### src/rtl/phase_timing_sequencer.sv
// Phase timing sequencer: steps through NUM_PHASES programmable-length phases per bus transaction.
// Define PHASE_SEQ_ONESHOT_EN to stop in HOLD after one sequence instead of wrapping continuously.
module phase_timing_sequencer #(
  parameter int NUM_PHASES = 12,
  parameter int CNT_W      = 6,
  parameter int IDX_W      = 4
) (
  input  logic             clk,
  input  logic             reset,
  input  logic             req_wr,
  input  logic             req_rd,
  input  logic             dur_we,
  input  logic [IDX_W-1:0] dur_addr,
  input  logic [CNT_W-1:0] dur_data,
  output logic [IDX_W-1:0] phase,
  output logic [CNT_W-1:0] phase_cnt,
  output logic             busy,
  output logic             mode,
  output logic             phase_start,
  output logic             cycle_done,
  output logic [1:0]       state_dbg
);

  typedef enum logic [1:0] {
    ST_IDLE = 2'd0,
    ST_RUN  = 2'd1,
    ST_HOLD = 2'd2
  } state_t;

  state_t           state_q, state_d;
  logic [IDX_W-1:0] phase_q, phase_d;
  logic [CNT_W-1:0] cnt_q, cnt_d;
  logic             mode_q, mode_d;
  logic             done_q, done_d;
  logic [CNT_W-1:0] dur_q [NUM_PHASES];
  logic [CNT_W-1:0] dur_d [NUM_PHASES];

  logic req;
  logic req_mode;
  logic phase_end;

  function automatic logic [CNT_W-1:0] default_dur(input int idx);
    case (idx)
      3, 4, 8, 9, 11: return CNT_W'(10);
      6:              return CNT_W'(60);
      10:             return CNT_W'(50);
      default:        return CNT_W'(20);
    endcase
  endfunction

  assign req       = req_wr | req_rd;
  assign req_mode  = ~req_wr & req_rd;
  // >= rather than == so an entry shortened below the running count still ends the phase
  assign phase_end = (cnt_q >= dur_q[phase_q]);

  always_comb begin
    state_d = state_q;
    phase_d = phase_q;
    cnt_d   = cnt_q;
    mode_d  = mode_q;
    done_d  = 1'b0;
    dur_d   = dur_q;

    if (dur_we && (32'(dur_addr) < NUM_PHASES)) begin
      dur_d[dur_addr] = dur_data;
    end

    case (state_q)
      ST_IDLE: begin
        if (req) begin
          state_d = ST_RUN;
          phase_d = '0;
          cnt_d   = '0;
          mode_d  = req_mode;
        end
      end
      ST_RUN: begin
        if (!req) begin
          state_d = ST_IDLE;
          phase_d = '0;
          cnt_d   = '0;
        end else if (req_mode != mode_q) begin
          phase_d = '0;
          cnt_d   = '0;
          mode_d  = req_mode;
        end else if (phase_end) begin
          cnt_d = '0;
          if (phase_q == IDX_W'(NUM_PHASES - 1)) begin
            phase_d = '0;
            done_d  = 1'b1;
`ifdef PHASE_SEQ_ONESHOT_EN
            state_d = ST_HOLD;
`endif
          end else begin
            phase_d = phase_q + 1'b1;
          end
        end else begin
          cnt_d = cnt_q + 1'b1;
        end
      end
`ifdef PHASE_SEQ_ONESHOT_EN
      ST_HOLD: begin
        phase_d = '0;
        cnt_d   = '0;
        if (!req) begin
          state_d = ST_IDLE;
        end else if (req_mode != mode_q) begin
          state_d = ST_RUN;
          mode_d  = req_mode;
        end
      end
`endif
      default: begin
        state_d = ST_IDLE;
        phase_d = '0;
        cnt_d   = '0;
      end
    endcase
  end

  always_ff @(posedge clk or posedge reset) begin
    if (reset) begin
      state_q <= ST_IDLE;
      phase_q <= '0;
      cnt_q   <= '0;
      mode_q  <= 1'b0;
      done_q  <= 1'b0;
      for (int i = 0; i < NUM_PHASES; i++) begin
        dur_q[i] <= default_dur(i);
      end
    end else begin
      state_q <= state_d;
      phase_q <= phase_d;
      cnt_q   <= cnt_d;
      mode_q  <= mode_d;
      done_q  <= done_d;
      dur_q   <= dur_d;
    end
  end

  assign phase       = phase_q;
  assign phase_cnt   = cnt_q;
  assign busy        = (state_q == ST_RUN);
  assign mode        = mode_q;
  assign phase_start = busy & (cnt_q == '0);
  assign cycle_done  = done_q;
  assign state_dbg   = state_q;

endmodule

### config.mk
export PLATFORM = sky130hd
export DESIGN_NAME = phase_timing_sequencer
export DESIGN_NICKNAME = d
export VERILOG_FILES = /design/src/rtl/phase_timing_sequencer.sv
export SDC_FILE = /design/constraint.sdc
export NUM_CORES = 1
export LEC_CHECK = 0
export BUFFER_PORTS_ARGS = -buffer_cell sky130_fd_sc_hd__buf_2
export CAP_MARGIN = 10
export CORE_UTILIZATION = 61
export CTS_BUF_LIST = sky130_fd_sc_hd__clkbuf_8
export DETAILED_ROUTE_END_ITERATION = 10
export PLACE_DENSITY = 0.87
export SYNTH_ARGS = -nofsm -noshare
export SYNTH_HDL_FRONTEND = slang
export SYNTH_SLANG_ARGS = --single-unit
### constraint.sdc
create_clock -name clk -period 6 [get_ports clk]
set_input_delay 0.3 -clock clk [delete_from_list [all_inputs] [get_ports clk]]
set_output_delay 0.3 -clock clk [all_outputs]
set_load 0.01 [all_outputs]
==> flow_summary.yaml <==
detailed_routing:
  dr.pass1.iters: 4
  via_per_inst: 5.98
  dr_total_vias: 2630
  drc_errors: 0
  wl_mm: 8.48
  ant_nets: 0
  drt_iter0_drc: 183
  routedWlPerCell_um: 19.3
worst_setup_path:
  start_kind: "flip-flop"
  cp_cell_sequence: "mux4_2 > mux2i_1 > nor2_1 > a21oi_1 > ha_1 > a21oi_1 > o21ai_1 > a2111oi_4 > nor4_1 > a41o_1"
  cp_top_family: "compound AO/OA/AOI/OAI gates"
  critical_path_class: "flip-flop to flip-flop"
  max_stage_delay_ns: 0.98
  crit_buf_inv: 0
  rrSetupSlack_ns: 2.67
  critPathMaxFanout: 23
  r2r_start: "phase[1]$_DFFE_PP0P_"
  r2r_end: "phase[3]$_DFFE_PP0P_"
  required_ns: 6.24
  end_kind: "flip-flop"
  reg2regPathDepth: 10
  arrival_ns: 3.57
  crit_top_cell: "a21oi_1"
  cp_slowest_cell: "dfrtp_1"
placement:
  post-dp-hpwl_mm: 5.64
  place_inst: 424
  port_buffers: 29
  gp_congestion: 0.761
final_layout:
  n_fill_cell: 477
  drive_gt1_frac: 0.497
  antenna_cells: 0
  final_cell_mix: "mux2_2 (67), dfrtp_1 (58), buf_2 (29)"
  finalNonFillerCells: 440
  final_common_cell: "mux2_2"
  regArea_um2: 2160
  nets: 366
  multiInputGateArea_um2: 2040
  area_growth_pct: 9.90
power_and_ir_drop:
  p_switching_mw: 0.554
  p_clk_frac: 0.258
  sw_frac_of_total: 0.298
  power.density_nw_per_um2: 391
  p_int_mw: 1.30
  power_leakage_nw: 2.06
  ir_worst_vdd_mv: 0.212
  p_seq_frac: 0.443
  power.share.combinational: 0.299
global_routing:
  grt_pass1_wl_mm: 14.3
  gr-total-overflow: 0
  grt_max_degree: 86
  grt_pass1_vias: 2734
  grtUsageTotal: 0.259
  antenna_found_initial: 0
sta:
  fin_tns_setup_ns: 0
  skew_ns: 0.00737
  finalHoldViolCount: 0
  tightest_slew_ns: 1.04
  post-route-period-util: 0.556
  post-route-min-period_ns: 3.33
  setup_viol: 0
  rsz0062_at_grt: "false"
  relSlewSlack: 0.305
  maxSlewViolCount: 0
  fmax_mhz: 300
synthesis:
  synth-edff-count: 0
  netlist.area_leader.share: 0.336
  syn_area_um2: 4320
  avgSynthCellArea_um2: 13.7
  synth.distinct_cells: 47
  yosys-top-cells-area: "dfrtp_1 (34%), mux2_2 (17%), dfstp_2 (16%)"
  synth_seq_cells: 85
  synth_warnings: 0
  ys_async_sr_fraction: 1.00
  synth_largest_area_cell: "dfrtp_1"
  yosysSeqAreaShare: 0.500
  syn-num-nets: 343
  synthCells: 316
  synth_flop_cell: "dfrtp_1"
clock_network:
  cts.path.max_buffers: 2
  tritoncts: "built"
  postCtsHoldBufs: 0
  clock_latency_ns: 0.35
  h-tree-depth: 3
  clkTransAtPathRegs_ns: 0.08
  cts.repair.resized: 0
  cts_made_buffers: 9
  post_cts_buffers: 0
  cts_root_buf: "clkbuf_8"
  clock_sinks: 85
run_status:
  status: "complete, no violations"
floorplanning:
  io_pins: 31
  die_h_um: 86.2
  initial_core_util: 0.633
  fp.dieArea_um2: 7430
  core_um2: 6830
  row_count: 30
  die_x_um: 86.2
worst_hold_path:
  hold_class: "input pin to async pin"
run:
  maxCapViolCount: 0
worst max-delay path by stage:
stage	cells past startpoint	start	slack [ns]	end
2_1_floorplan	11	phase[0]$_DFFE_PP0P_	3.01	phase[0]$_DFFE_PP0P_
3_3_place_gp	9	phase[1]$_DFFE_PP0P_	2.76	phase[0]$_DFFE_PP0P_
3_5_place_dp	10	phase[1]$_DFFE_PP0P_	2.68	phase[3]$_DFFE_PP0P_
4_1_cts	10	phase[1]$_DFFE_PP0P_	2.67	phase[3]$_DFFE_PP0P_
5_1_grt	10	phase[1]$_DFFE_PP0P_	2.41	phase[2]$_DFFE_PP0P_
6_report	10	phase[1]$_DFFE_PP0P_	2.67	phase[3]$_DFFE_PP0P_
state kept, by name (all words and copies together) (netlist names):
signal      flops
state_dbg       1
phase           4
dur_q          72
phase_cnt       6
mode            1
cycle_done      1
power groups by stage:
stage | Sequential (mW) | Combinational, mW | Clock, mW
global placement | 0.819 | 0.533 | 0
CTS | 0.823 | 0.562 | 0.486
finish | 0.823 | 0.556 | 0.478
floorplan | 0.802 | 0.452 | 0
global route | 0.840 | 0.613 | 0.513
detailed placement | 0.831 | 0.558 | 0
cell families after synthesis:
kind of cell	after synthesis	share of synthesized area
AOI/OAI and AO/OA	25	0.0504
xor gates and xnor gates	2	0.00405
adders and majority gates	12	0.0347
buffers and inverters	26	0.0275
DFF	85	0.500
muxes	98	0.301
other	1	0.000867
and+or+nand+nor	67	0.0813
per-stage QoR:
stage / utilization / total power [mW] / setup WS (ns) / hold slack (ns) / instance area [um^2]
after floorplan: - / 1.25 / 3.01 / 0.452 / 4320
after global placement: 0.660 / 1.35 / 2.76 / 0.470 / 4510
after detailed placement: 0.660 / 1.39 / 2.68 / 0.487 / 4510
after CTS: 0.695 / 1.87 / 2.67 / 0.305 / 4750
after global routing: 0.695 / 1.97 / 2.41 / 0.343 / 4750
final: 0.695 / 1.86 / 2.67 / 0.260 / 4750
worst register-to-register path, stage by stage (launching register included):
cell and delay, ns:
dfrtp_1 0.98, mux4_2 0.42, mux2i_1 0.17, nor2_1 0.05, a21oi_1 0.14, ha_1 0.26
a21oi_1 0.13, o21ai_1 0.18, a2111oi_4 0.51, nor4_1 0.12, a41o_1 0.27
synth_stat cells (all sizes together), types with 2 or more instances:
library cell and n:
a221o 2, mux2i 6, xor2 2, nand2 17, dfstp 27, a21o 2
nor3b 2, nand2b 3, a21oi 8, buf 7, nand3 6, nor3 7
mux2 74, a22o 2, nor2b 4, nor2 16, clkbuf 12, or2 2
dfrtp 58, o21ai 4, ha 12, inv 7, mux4 18, and3 2
or3 2
final cells by class:
class,instances,area share
clock buffer,9,0.0261
clock inverter,7,0.0242
inverter,7,0.00579
multi-input combinational,205,0.430
sequential,85,0.455
tap,96,0.0253
timing repair buffer,31,0.0337
routing by layer:
metal  up-vias  global-route usage  share of wire
li1       1191                   -              -
met5         -                   0              0
met3        12              0.0495          0.041
met1      1358               0.351           0.44
met4         0              0.0909          0.018
met2        69               0.422           0.50
Note: power is estimated with default switching activity, not from simulation.
